File: config.mk
export PLATFORM = sky130hd
export DESIGN_NAME = mips_multicycle_control_flat
export DESIGN_NICKNAME = d
export VERILOG_FILES = /design/src/rtl/mips_ctrl_pkg.sv /design/src/rtl/mips_multicycle_control_if.sv /design/src/rtl/mips_multicycle_control.sv /design/src/flat_wrapper.sv
export SDC_FILE = /design/constraint.sdc
export NUM_CORES = 1
export LEC_CHECK = 0
export CORE_MARGIN = 2
export CORE_UTILIZATION = 46
export CTS_BUF_LIST = sky130_fd_sc_hd__clkbuf_2
export DETAILED_ROUTE_END_ITERATION = 8
export PLACE_DENSITY = 0.76
export SLEW_MARGIN = 20
export SYNTH_ARGS = -nofsm -noshare
export SYNTH_HDL_FRONTEND = slang
export SYNTH_SLANG_ARGS = --single-unit
File: constraint.sdc
create_clock -name Clk -period 3.1 [get_ports Clk]
set_input_delay 0.62 -clock Clk [delete_from_list [all_inputs] [get_ports Clk]]
set_output_delay 0.62 -clock Clk [all_outputs]
set_load 0.02 [all_outputs]
File: src/rtl/mips_ctrl_pkg.sv
// Shared encodings for the multicycle MIPS controller: state codes, opcodes,
// and the select/ALU encodings that the datapath and ALUControl also decode.
package mips_ctrl_pkg;

  typedef enum logic [3:0] {
    S_FETCH    = 4'd0,
    S_DECODE   = 4'd1,
    S_MEM_ADDR = 4'd2,
    S_MEM_RD   = 4'd3,
    S_MEM_WB   = 4'd4,
    S_MEM_WR   = 4'd5,
    S_R_EXEC   = 4'd6,
    S_R_WB     = 4'd7,
    S_BRANCH   = 4'd8,
    S_JUMP     = 4'd9,
    S_I_EXEC   = 4'd10,
    S_I_WB     = 4'd11,
    S_HALT     = 4'd15
  } state_t;

  localparam logic [5:0] OP_RTYPE = 6'b000000;
  localparam logic [5:0] OP_LW    = 6'b100011;
  localparam logic [5:0] OP_SW    = 6'b101011;
  localparam logic [5:0] OP_BEQ   = 6'b000100;
  localparam logic [5:0] OP_J     = 6'b000010;
  localparam logic [5:0] OP_ADDI  = 6'b001000;

  localparam logic [2:0] ALUOP_ADD   = 3'b000;
  localparam logic [2:0] ALUOP_SUB   = 3'b001;
  localparam logic [2:0] ALUOP_FUNCT = 3'b010;

  localparam logic [1:0] SRCB_RT     = 2'b00;
  localparam logic [1:0] SRCB_ONE    = 2'b01;
  localparam logic [1:0] SRCB_IMM    = 2'b10;
  localparam logic [1:0] SRCB_BRANCH = 2'b11;

  localparam logic [1:0] PCSRC_ALU    = 2'b00;
  localparam logic [1:0] PCSRC_ALUOUT = 2'b01;
  localparam logic [1:0] PCSRC_JUMP   = 2'b10;

  typedef struct packed {
    logic       pc_write;
    logic       pc_write_cond;
    logic       iord;
    logic       mem_read;
    logic       mem_write;
    logic       ir_write;
    logic       mem_to_reg;
    logic       reg_dst;
    logic       reg_write;
    logic       alu_src_a;
    logic [1:0] alu_src_b;
    logic [2:0] alu_op;
    logic [1:0] pc_source;
  } ctrl_t;

  // States that hold a memory request open until MemReady.
  function automatic logic is_mem_wait(input state_t s);
    return (s == S_FETCH) || (s == S_MEM_RD) || (s == S_MEM_WR);
  endfunction

endpackage

File: src/rtl/mips_multicycle_control_if.sv
// Controller <-> datapath/memory bundle: opcode and MemReady in, all selects,
// strobes and status out.
interface mips_multicycle_control_if #(
  parameter int unsigned COUNT_WIDTH = 32
);
  logic [5:0]             OpCode;
  logic                   MemReady;
  logic                   PCWrite;
  logic                   PCWriteCond;
  logic                   IorD;
  logic                   MemRead;
  logic                   MemWrite;
  logic                   IRWrite;
  logic                   MemToReg;
  logic                   RegDst;
  logic                   RegWrite;
  logic                   ALUSrcA;
  logic [1:0]             ALUSrcB;
  logic [2:0]             ALUOp;
  logic [1:0]             PCSource;
  logic [3:0]             State;
  logic [COUNT_WIDTH-1:0] InstrRetired;
  logic                   Fault;

  modport master (
    input  OpCode, MemReady,
    output PCWrite, PCWriteCond, IorD, MemRead, MemWrite, IRWrite, MemToReg,
           RegDst, RegWrite, ALUSrcA, ALUSrcB, ALUOp, PCSource, State,
           InstrRetired, Fault
  );

  modport slave (
    output OpCode, MemReady,
    input  PCWrite, PCWriteCond, IorD, MemRead, MemWrite, IRWrite, MemToReg,
           RegDst, RegWrite, ALUSrcA, ALUSrcB, ALUOp, PCSource, State,
           InstrRetired, Fault
  );
endinterface

File: src/rtl/mips_multicycle_control.sv
// Multicycle MIPS control FSM: sequences fetch/decode/execute/memory/write-back,
// waits on a slow shared memory, counts retired instructions, halts on faults.
module mips_multicycle_control
  import mips_ctrl_pkg::*;
#(
  parameter int unsigned MEM_TIMEOUT = 16,
  parameter int unsigned COUNT_WIDTH = 32
) (
  input logic                      Clk,
  input logic                      Reset,
  mips_multicycle_control_if.master bus
);

  localparam logic [7:0] TMO_LAST = 8'(MEM_TIMEOUT - 1);

  state_t                 state_q, state_d;
  logic [7:0]             tmo_q, tmo_d;
  logic [COUNT_WIDTH-1:0] retired_q, retired_d;
  logic                   retire;
  logic                   tmo_expired;
  ctrl_t                  ctl;

  // This cycle is the last allowed wait; MemReady arriving now still wins.
  assign tmo_expired = !bus.MemReady && (tmo_q >= TMO_LAST);

  always_comb begin
    state_d = state_q;
    retire  = 1'b0;
    case (state_q)
      S_FETCH: begin
        if (bus.MemReady)     state_d = S_DECODE;
        else if (tmo_expired) state_d = S_HALT;
      end
      S_DECODE: begin
        case (bus.OpCode)
          OP_RTYPE: state_d = S_R_EXEC;
          OP_LW,
          OP_SW:    state_d = S_MEM_ADDR;
          OP_BEQ:   state_d = S_BRANCH;
          OP_J:     state_d = S_JUMP;
          OP_ADDI:  state_d = S_I_EXEC;
          default:  state_d = S_HALT;
        endcase
      end
      S_MEM_ADDR: begin
        if (bus.OpCode == OP_LW)      state_d = S_MEM_RD;
        else if (bus.OpCode == OP_SW) state_d = S_MEM_WR;
        else                          state_d = S_HALT;
      end
      S_MEM_RD: begin
        if (bus.MemReady)     state_d = S_MEM_WB;
        else if (tmo_expired) state_d = S_HALT;
      end
      S_MEM_WR: begin
        if (bus.MemReady) begin
          state_d = S_FETCH;
          retire  = 1'b1;
        end else if (tmo_expired) begin
          state_d = S_HALT;
        end
      end
      S_R_EXEC: state_d = S_R_WB;
      S_I_EXEC: state_d = S_I_WB;
      S_MEM_WB, S_R_WB, S_I_WB, S_BRANCH, S_JUMP: begin
        state_d = S_FETCH;
        retire  = 1'b1;
      end
      S_HALT:   state_d = S_HALT;
      default:  state_d = S_HALT;
    endcase
  end

  always_comb begin
    tmo_d = '0;
    if (is_mem_wait(state_q) && !bus.MemReady && (state_d == state_q))
      tmo_d = tmo_q + 8'd1;
  end

  assign retired_d = retired_q + COUNT_WIDTH'(retire);

  always_ff @(posedge Clk) begin
    if (Reset) begin
      state_q   <= S_FETCH;
      tmo_q     <= '0;
      retired_q <= '0;
    end else begin
      state_q   <= state_d;
      tmo_q     <= tmo_d;
      retired_q <= retired_d;
    end
  end

  // Moore decode on state; only the FETCH load strobes look at MemReady.
  always_comb begin
    ctl = '0;
    case (state_q)
      S_FETCH: begin
        ctl.mem_read  = 1'b1;
        ctl.alu_src_b = SRCB_ONE;
        ctl.alu_op    = ALUOP_ADD;
        ctl.pc_source = PCSRC_ALU;
        ctl.ir_write  = bus.MemReady;
        ctl.pc_write  = bus.MemReady;
      end
      S_DECODE: begin
        ctl.alu_src_b = SRCB_BRANCH;
        ctl.alu_op    = ALUOP_ADD;
      end
      S_MEM_ADDR, S_I_EXEC: begin
        ctl.alu_src_a = 1'b1;
        ctl.alu_src_b = SRCB_IMM;
        ctl.alu_op    = ALUOP_ADD;
      end
      S_MEM_RD: begin
        ctl.mem_read = 1'b1;
        ctl.iord     = 1'b1;
      end
      S_MEM_WB: begin
        ctl.reg_write  = 1'b1;
        ctl.mem_to_reg = 1'b1;
      end
      S_MEM_WR: begin
        ctl.mem_write = 1'b1;
        ctl.iord      = 1'b1;
      end
      S_R_EXEC: begin
        ctl.alu_src_a = 1'b1;
        ctl.alu_src_b = SRCB_RT;
        ctl.alu_op    = ALUOP_FUNCT;
      end
      S_R_WB: begin
        ctl.reg_write = 1'b1;
        ctl.reg_dst   = 1'b1;
      end
      S_I_WB: ctl.reg_write = 1'b1;
      S_BRANCH: begin
        ctl.alu_src_a     = 1'b1;
        ctl.alu_src_b     = SRCB_RT;
        ctl.alu_op        = ALUOP_SUB;
        ctl.pc_write_cond = 1'b1;
        ctl.pc_source     = PCSRC_ALUOUT;
      end
      S_JUMP: begin
        ctl.pc_write  = 1'b1;
        ctl.pc_source = PCSRC_JUMP;
      end
      default: ctl = '0;
    endcase
  end

  assign bus.PCWrite      = ctl.pc_write;
  assign bus.PCWriteCond  = ctl.pc_write_cond;
  assign bus.IorD         = ctl.iord;
  assign bus.MemRead      = ctl.mem_read;
  assign bus.MemWrite     = ctl.mem_write;
  assign bus.IRWrite      = ctl.ir_write;
  assign bus.MemToReg     = ctl.mem_to_reg;
  assign bus.RegDst       = ctl.reg_dst;
  assign bus.RegWrite     = ctl.reg_write;
  assign bus.ALUSrcA      = ctl.alu_src_a;
  assign bus.ALUSrcB      = ctl.alu_src_b;
  assign bus.ALUOp        = ctl.alu_op;
  assign bus.PCSource     = ctl.pc_source;
  assign bus.State        = state_q;
  assign bus.InstrRetired = retired_q;
  assign bus.Fault        = (state_q == S_HALT);

endmodule

File: src/flat_wrapper.sv
// flat-port wrapper written by rule: the top's interface ports become plain ports
module mips_multicycle_control_flat import mips_ctrl_pkg::*;
#(
  parameter int unsigned MEM_TIMEOUT = 16,
  parameter int unsigned COUNT_WIDTH = 32
)
  (Clk, Reset, bus_OpCode, bus_MemReady, bus_PCWrite, bus_PCWriteCond, bus_IorD, bus_MemRead, bus_MemWrite, bus_IRWrite, bus_MemToReg, bus_RegDst, bus_RegWrite, bus_ALUSrcA, bus_ALUSrcB, bus_ALUOp, bus_PCSource, bus_State, bus_InstrRetired, bus_Fault);
  mips_multicycle_control_if #(.COUNT_WIDTH(COUNT_WIDTH)) bus_i ();
  input logic Clk;
  input logic Reset;
  input wire logic [$bits(bus_i.OpCode)-1:0] bus_OpCode;
  input wire logic [$bits(bus_i.MemReady)-1:0] bus_MemReady;
  output wire logic [$bits(bus_i.PCWrite)-1:0] bus_PCWrite;
  output wire logic [$bits(bus_i.PCWriteCond)-1:0] bus_PCWriteCond;
  output wire logic [$bits(bus_i.IorD)-1:0] bus_IorD;
  output wire logic [$bits(bus_i.MemRead)-1:0] bus_MemRead;
  output wire logic [$bits(bus_i.MemWrite)-1:0] bus_MemWrite;
  output wire logic [$bits(bus_i.IRWrite)-1:0] bus_IRWrite;
  output wire logic [$bits(bus_i.MemToReg)-1:0] bus_MemToReg;
  output wire logic [$bits(bus_i.RegDst)-1:0] bus_RegDst;
  output wire logic [$bits(bus_i.RegWrite)-1:0] bus_RegWrite;
  output wire logic [$bits(bus_i.ALUSrcA)-1:0] bus_ALUSrcA;
  output wire logic [$bits(bus_i.ALUSrcB)-1:0] bus_ALUSrcB;
  output wire logic [$bits(bus_i.ALUOp)-1:0] bus_ALUOp;
  output wire logic [$bits(bus_i.PCSource)-1:0] bus_PCSource;
  output wire logic [$bits(bus_i.State)-1:0] bus_State;
  output wire logic [$bits(bus_i.InstrRetired)-1:0] bus_InstrRetired;
  output wire logic [$bits(bus_i.Fault)-1:0] bus_Fault;
  assign bus_i.OpCode = bus_OpCode;
  assign bus_i.MemReady = bus_MemReady;
  assign bus_PCWrite = bus_i.PCWrite;
  assign bus_PCWriteCond = bus_i.PCWriteCond;
  assign bus_IorD = bus_i.IorD;
  assign bus_MemRead = bus_i.MemRead;
  assign bus_MemWrite = bus_i.MemWrite;
  assign bus_IRWrite = bus_i.IRWrite;
  assign bus_MemToReg = bus_i.MemToReg;
  assign bus_RegDst = bus_i.RegDst;
  assign bus_RegWrite = bus_i.RegWrite;
  assign bus_ALUSrcA = bus_i.ALUSrcA;
  assign bus_ALUSrcB = bus_i.ALUSrcB;
  assign bus_ALUOp = bus_i.ALUOp;
  assign bus_PCSource = bus_i.PCSource;
  assign bus_State = bus_i.State;
  assign bus_InstrRetired = bus_i.InstrRetired;
  assign bus_Fault = bus_i.Fault;
  mips_multicycle_control #(.MEM_TIMEOUT(MEM_TIMEOUT), .COUNT_WIDTH(COUNT_WIDTH)) u_core (.Clk(Clk), .Reset(Reset), .bus(bus_i));
endmodule
# [Word-level counts from Yosys, hierarchy flattened]
# Cells that the tools add are included.
[classes] mux=22 n_reduce_logical=16 add_sub_neg=2 order_cmp=1 eq_ne=18 bitwise_logic=1
[ops] op="32-bit by 1-bit adder with 32-bit output" n=1
[ops] op="4-bit one-hot mux with 8 select lines" n=1
[ops] op="5-bit one-hot mux with 5 select lines" n=1
[ops] op="4-bit two-way mux" n=6
[ops] op="4-bit == test, second input constant" n=5
[ops] op="4-bit one-hot mux with 5 select lines" n=1
[ops] op="4-bit by 3-bit == test with 1-bit output, second input constant" n=4
[ops] op="6-bit == test, second input constant" n=2
[ops] op="1-bit two-way mux" n=10
[ops] op="2-bit OR reduction" n=5
[ops] op="8-bit by 1-bit adder with 8-bit output, second input constant" n=1
[ops] op="4-bit by 2-bit == test with 1-bit output, second input constant" n=2
[ops] op="8-bit by 4-bit >= comparator with 1-bit output, second input constant" n=1
[ops] op="6-bit by 2-bit == test with 1-bit output, second input constant" n=1
[ops] op="6-bit by 3-bit == test with 1-bit output, second input constant" n=1
[ops] op="6-bit by 4-bit == test with 1-bit output, second input constant" n=1
[ops] op="6-bit logical NOT" n=1
[ops] op="5-bit OR reduction" n=1
[ops] op="4-bit by 1-bit == test with 1-bit output, second input constant" n=1
[ops] op="4-bit == test" n=1
[ops] op="4-bit logical NOT" n=1
[ops] op="1-bit one-hot mux with 2 select lines" n=2
[ops] op="2-bit one-hot mux with 2 select lines" n=1
[ops] op="4-bit OR reduction" n=1
[ops] op="5 further kinds" n=8
[totals] out_inout_bits=54 reg_bits=44 inputBits=9

# [Logic depth before layout (Yosys ltp)]
[logic_depth] depth_word=9 mapped_depth=11 mapped_depth_nobuf=9

# [Worst setup path after synthesis]
# Ideal clock, no wire load.
[synth_timing] path_kind="register to register" from="reg u_core.state_q[2] (netlist: u_core.bus.State[2])" to="reg u_core.retired_q[27] (netlist: u_core.bus.InstrRetired[27])" setup_slack_ns=0.310 path_stages_with_launch=12 period_less_slack_ns=2.790 arrival_time_ns=2.669 path_cell_list="dfxtp_1 > clkbuf_1 > clkbuf_1 > nor2_1 > a211oi_1 > ha_1 > and2_1 > clkbuf_1 > nand4_4 > nor3_4 > nand4_1 > mux2_2"
[synth_between] elab_chain_len=4
[synth_lines] item="start: declaration" line="mips_multicycle_control.sv:16" source="state_t state_q, state_d;"
[synth_lines] item="start signal: assignment" line="mips_multicycle_control.sv:87" source="state_q <= state_d;"
[synth_lines] item="4-bit by 3-bit == test with 1-bit output / 4-bit == test (equally long branches)" line="mips_multicycle_control.sv:29" source="case (state_q)"
[synth_lines] item="5-bit OR reduction" line="mips_multicycle_control.sv:29"
[synth_lines] item="1-bit one-hot mux with 2 select lines *" line="mips_multicycle_control.sv:29"
[synth_lines] item="32-bit by 1-bit adder with 32-bit output *" line="mips_multicycle_control.sv:79" source="assign retired_d = retired_q + COUNT_WIDTH'(retire);"
[synth_lines] item="end signal: assignment" line="mips_multicycle_control.sv:89" source="retired_q <= retired_d;"
[synth_lines] item="end: declaration" line="mips_multicycle_control.sv:18" source="logic [COUNT_WIDTH-1:0] retired_q, retired_d;"
# Every way passes the cells marked *; elsewhere a longest branch is shown, timed or not.
# A chain may end at the register's enable or synchronous reset.

# [Worst setup path after layout]
[layout_timing] from="in bus_MemReady" to="out bus_PCWrite"
[layout_between] elab_chain_len=1
[layout_lines] item="start: declaration" line="flat_wrapper.sv:12" source="input wire logic [$bits(bus_i.MemReady)-1:0] bus_MemReady;"
[layout_lines] item="1-bit one-hot mux with 2 select lines" line="mips_multicycle_control.sv:96" source="case (state_q)"
[layout_lines] item="end: declaration" line="flat_wrapper.sv:13" source="output wire logic [$bits(bus_i.PCWrite)-1:0] bus_PCWrite;"
# No other way between the ends.

==> qor.yml <==
syn_to_final_growth_pct: 29.8
async_flop_share: 0
run_status: "finished clean"
wl_um: 5210
power.density_mw_per_mm2: 537
fill_cells: 474
cts_buffers: 5
p_leak_nw: 1.16
cp-startpoint: "bus_MemReady"
slew_viol_final: 0
r2r_end: "u_core.bus.InstrRetired[30]"
drtPass1Iterations: 4
synth-seq-cells: 44
synth_cells: 282
r2r.worst_path.cells: 9
cp_common_cell: "clkdlybuf4s50_1"
hpwl_um: 3850
cp_max_fo: 3
cts_tree: "done"
multi_input_area_mm2: 0.00140
drive_gt1_frac: 0.105
worstPathCellList: "clkdlybuf4s50_1, inv_1, nor4_1, or2_2, clkdlybuf4s50_1"
crit_end: "bus_PCWrite"
grt_overflow: 0
row_count: 26
worst_slew_pin_slew_ns: 0.614
min_period_over_period: 0.934
vias: 2153
post_cts_buffers: 0
clock-sinks: 44
avgSynthCellArea_um2: 8.48
synthFlopType: "dfxtp_1"
grt_max_degree: 45
core_area_mm2: 0.00507
hold_slack_ns: 0.466
hold_class: "flop to flop"
finalInstanceArea_mm2: 0.00310
postRouteAntennaNets: 0
r2r_start: "u_core.bus.State[1]"
fin_worst_skew_ns: 0.0150
hold_viol: 0
worst_ep_arrival_time_ns: 2.27
start_kind: "input pin"
setup_viol: 0
syn_area_mm2: 0.00239
critPathKind: "input pin to output port"
ys_types: 52
seq_area_frac_synth: 0.368
die_h_um: 76.1
dieWidth_um: 76.1
grt_pass1_wl_um: 8740
placed_area_mm2: 0.00307
worstPathRequired_ns: 2.48
endpoint_kind: "output port"
io_buffers: 61
start_util: 0.471
hold_buffers: 0
grt_pass1_vias: 1927
die_area_mm2: 0.00579
fin_nets: 356
rsz0062_at_grt: "false"
total_power_w: 0.00167
clockBufferDepth: 2
drc: 0
clk_pin_slew_worst_paths_ns: 0.20
ys_warn_count: 0
relSlewSlack: 0.589
cap_violations: 0
seq_area_um2: 881
drtIter0Drc: 59
fin_crit_ns: 2.89
gp_congestion: 0.833
crit_slowest_cell: "clkdlybuf4s50_1"
diodes: 0
max_stage_delay_ns: 0.59
ir_drop_mv: 0.436
r2r_slack_ns: 0.63
avgViaCountPerCell: 5.20
max_freq_mhz: 345
grt_usage: 0.179
cts_resized: 0
cts_root_buf: "clkbuf_2"
clk_latency_ns: 0.40
setup_tns_ns: 0
ios: 63
synth_edf_count: 0
cts-htree-levels: 2
wl_per_cell_um: 12.6
antenna_found_initial: 0
-- cell type report --
type | instances | share of cell area
Multi-Input combinational cell | 218 | 0.452
Sequential cell | 44 | 0.284
Timing Repair Buffer | 71 | 0.221
Tap cell | 70 | 0.0282
Clock buffer | 5 | 0.00806
Inverter | 4 | 0.00484
Clock inverter | 2 | 0.00242
-- routing by layer --
layer,vias to the layer above,global-route usage,routed length (um)
met5,-,0,0
met4,0,0.0491,48
met3,6,0.0498,259
met2,47,0.311,2510
met1,997,0.217,2390
li1,1103,-,-
-- per-stage QoR --
| stage | instances | util | setup WS, ns |
|---|---|---|---|
| finish | 414 | 0.611 | 0.205 |
| global route | 414 | 0.611 | 0.159 |
| CTS | 414 | 0.611 | 0.230 |
| detailed placement | 407 | 0.605 | 0.192 |
| global placement | 407 | 0.605 | 0.241 |
| floorplan | 286 | - | 0.310 |
-- kinds of logic (layout without fill, tap and decap cells) --
kind of cell	Yosys count	in the layout	synth area share
AND/OR/NAND/NOR	135	135	0.321
other	1	5	0.00157
multiplexers	7	7	0.0356
XOR/XNOR	26	26	0.0952
flip-flops	44	44	0.368
AO/OA/AOI/OAI	42	42	0.111
buffers and inverters	24	82	0.0518
adder cells (fa/ha/maj)	3	3	0.0157
-- cells in the mapped netlist (2+ instances only) --
master | n | area [um2]
inv_1 | 4 | 15.0
nor3_1 | 10 | 50.1
nor3b_1 | 3 | 22.5
or3_1 | 2 | 12.5
o21bai_1 | 2 | 15.0
nor2_1 | 45 | 169
nand3_1 | 13 | 65.1
and3_1 | 2 | 12.5
o21ai_0 | 10 | 50.1
o41ai_1 | 2 | 17.5
a211oi_1 | 2 | 15.0
xnor2_1 | 14 | 123
nor4_1 | 4 | 25.0
a31oi_1 | 4 | 25.0
a31o_2 | 2 | 17.5
ha_1 | 3 | 37.5
or4_1 | 2 | 15.0
and4_2 | 2 | 20.0
and2_1 | 2 | 12.5
nand2_1 | 14 | 52.6
a21oi_1 | 12 | 60.1
or3_2 | 2 | 15.0
buf_4 | 2 | 15.0
nand4_1 | 5 | 31.3
o31ai_1 | 3 | 22.5
xor2_1 | 12 | 105
dfxtp_1 | 44 | 881
nand2b_1 | 6 | 37.5
and4_1 | 5 | 43.8
nor3_4 | 2 | 32.5
mux2_2 | 4 | 45.0
or2_2 | 2 | 12.5
buf_6 | 2 | 22.5
clkbuf_1 | 14 | 52.6
mux2_4 | 2 | 30.0
nor2b_1 | 6 | 37.5
nand4_4 | 2 | 42.5
-- power breakdown --
| part | leakage, nW | total (W) | switching (W) | internal, W |
|---|---|---|---|---|
| clock | 0.0239 | 0.000217 | 0.000171 | 0.0000466 |
| sequential | 0.357 | 0.000651 | 0.0000505 | 0.000600 |
| combinational | 0.779 | 0.000798 | 0.000426 | 0.000372 |
-- critical path: cells and delay by family --
family | cells | cell delay [ns]
and+or+nand+nor | 2 | 0.47
buffers and inverters | 3 | 1.18
-- sequential cells by signal (all words and copies together) (netlist names) --
register                 cells
u_core.bus.InstrRetired     32
u_core.tmo_q                 8
u_core.bus.State             4
-- how the worst min path moves through the flow --
stage,start,end,slack [ns],cells after the start
6_report,u_core.tmo_q[0],u_core.tmo_q[0],0.47,1
5_1_grt,u_core.tmo_q[0],u_core.tmo_q[0],0.49,1
4_1_cts,u_core.tmo_q[0],u_core.tmo_q[0],0.47,1
3_5_place_dp,u_core.tmo_q[0],u_core.tmo_q[0],0.44,1
3_3_place_gp,u_core.tmo_q[0],u_core.tmo_q[0],0.43,1
2_1_floorplan,u_core.tmo_q[0],u_core.tmo_q[0],0.42,1
-- placed cells by master (no fill, tap or decap), drive strengths merged, types with 3 or more instances in the layout --
| cell type | netlist | routed |
|---|---|---|
| a21oi | 12 | 12 |
| a31oi | 4 | 4 |
| and2 | 3 | 3 |
| and4 | 7 | 7 |
| buf | 5 | 10 |
| clkbuf | 15 | 5 |
| clkdlybuf4s50 | 0 | 61 |
| conb | 1 | 5 |
| dfxtp | 44 | 44 |
| ha | 3 | 3 |
| inv | 4 | 4 |
| mux2 | 6 | 6 |
| nand2 | 14 | 14 |
| nand2b | 6 | 6 |
| nand3 | 14 | 14 |
| nand4 | 7 | 7 |
| nor2 | 45 | 45 |
| nor2b | 6 | 6 |
| nor3 | 12 | 12 |
| nor3b | 3 | 3 |
| nor4 | 4 | 4 |
| o21ai | 10 | 10 |
| o31ai | 3 | 3 |
| or2 | 3 | 3 |
| or3 | 4 | 4 |
| xnor2 | 14 | 14 |
| xor2 | 12 | 12 |
Power figures use the tool's default switching activity.
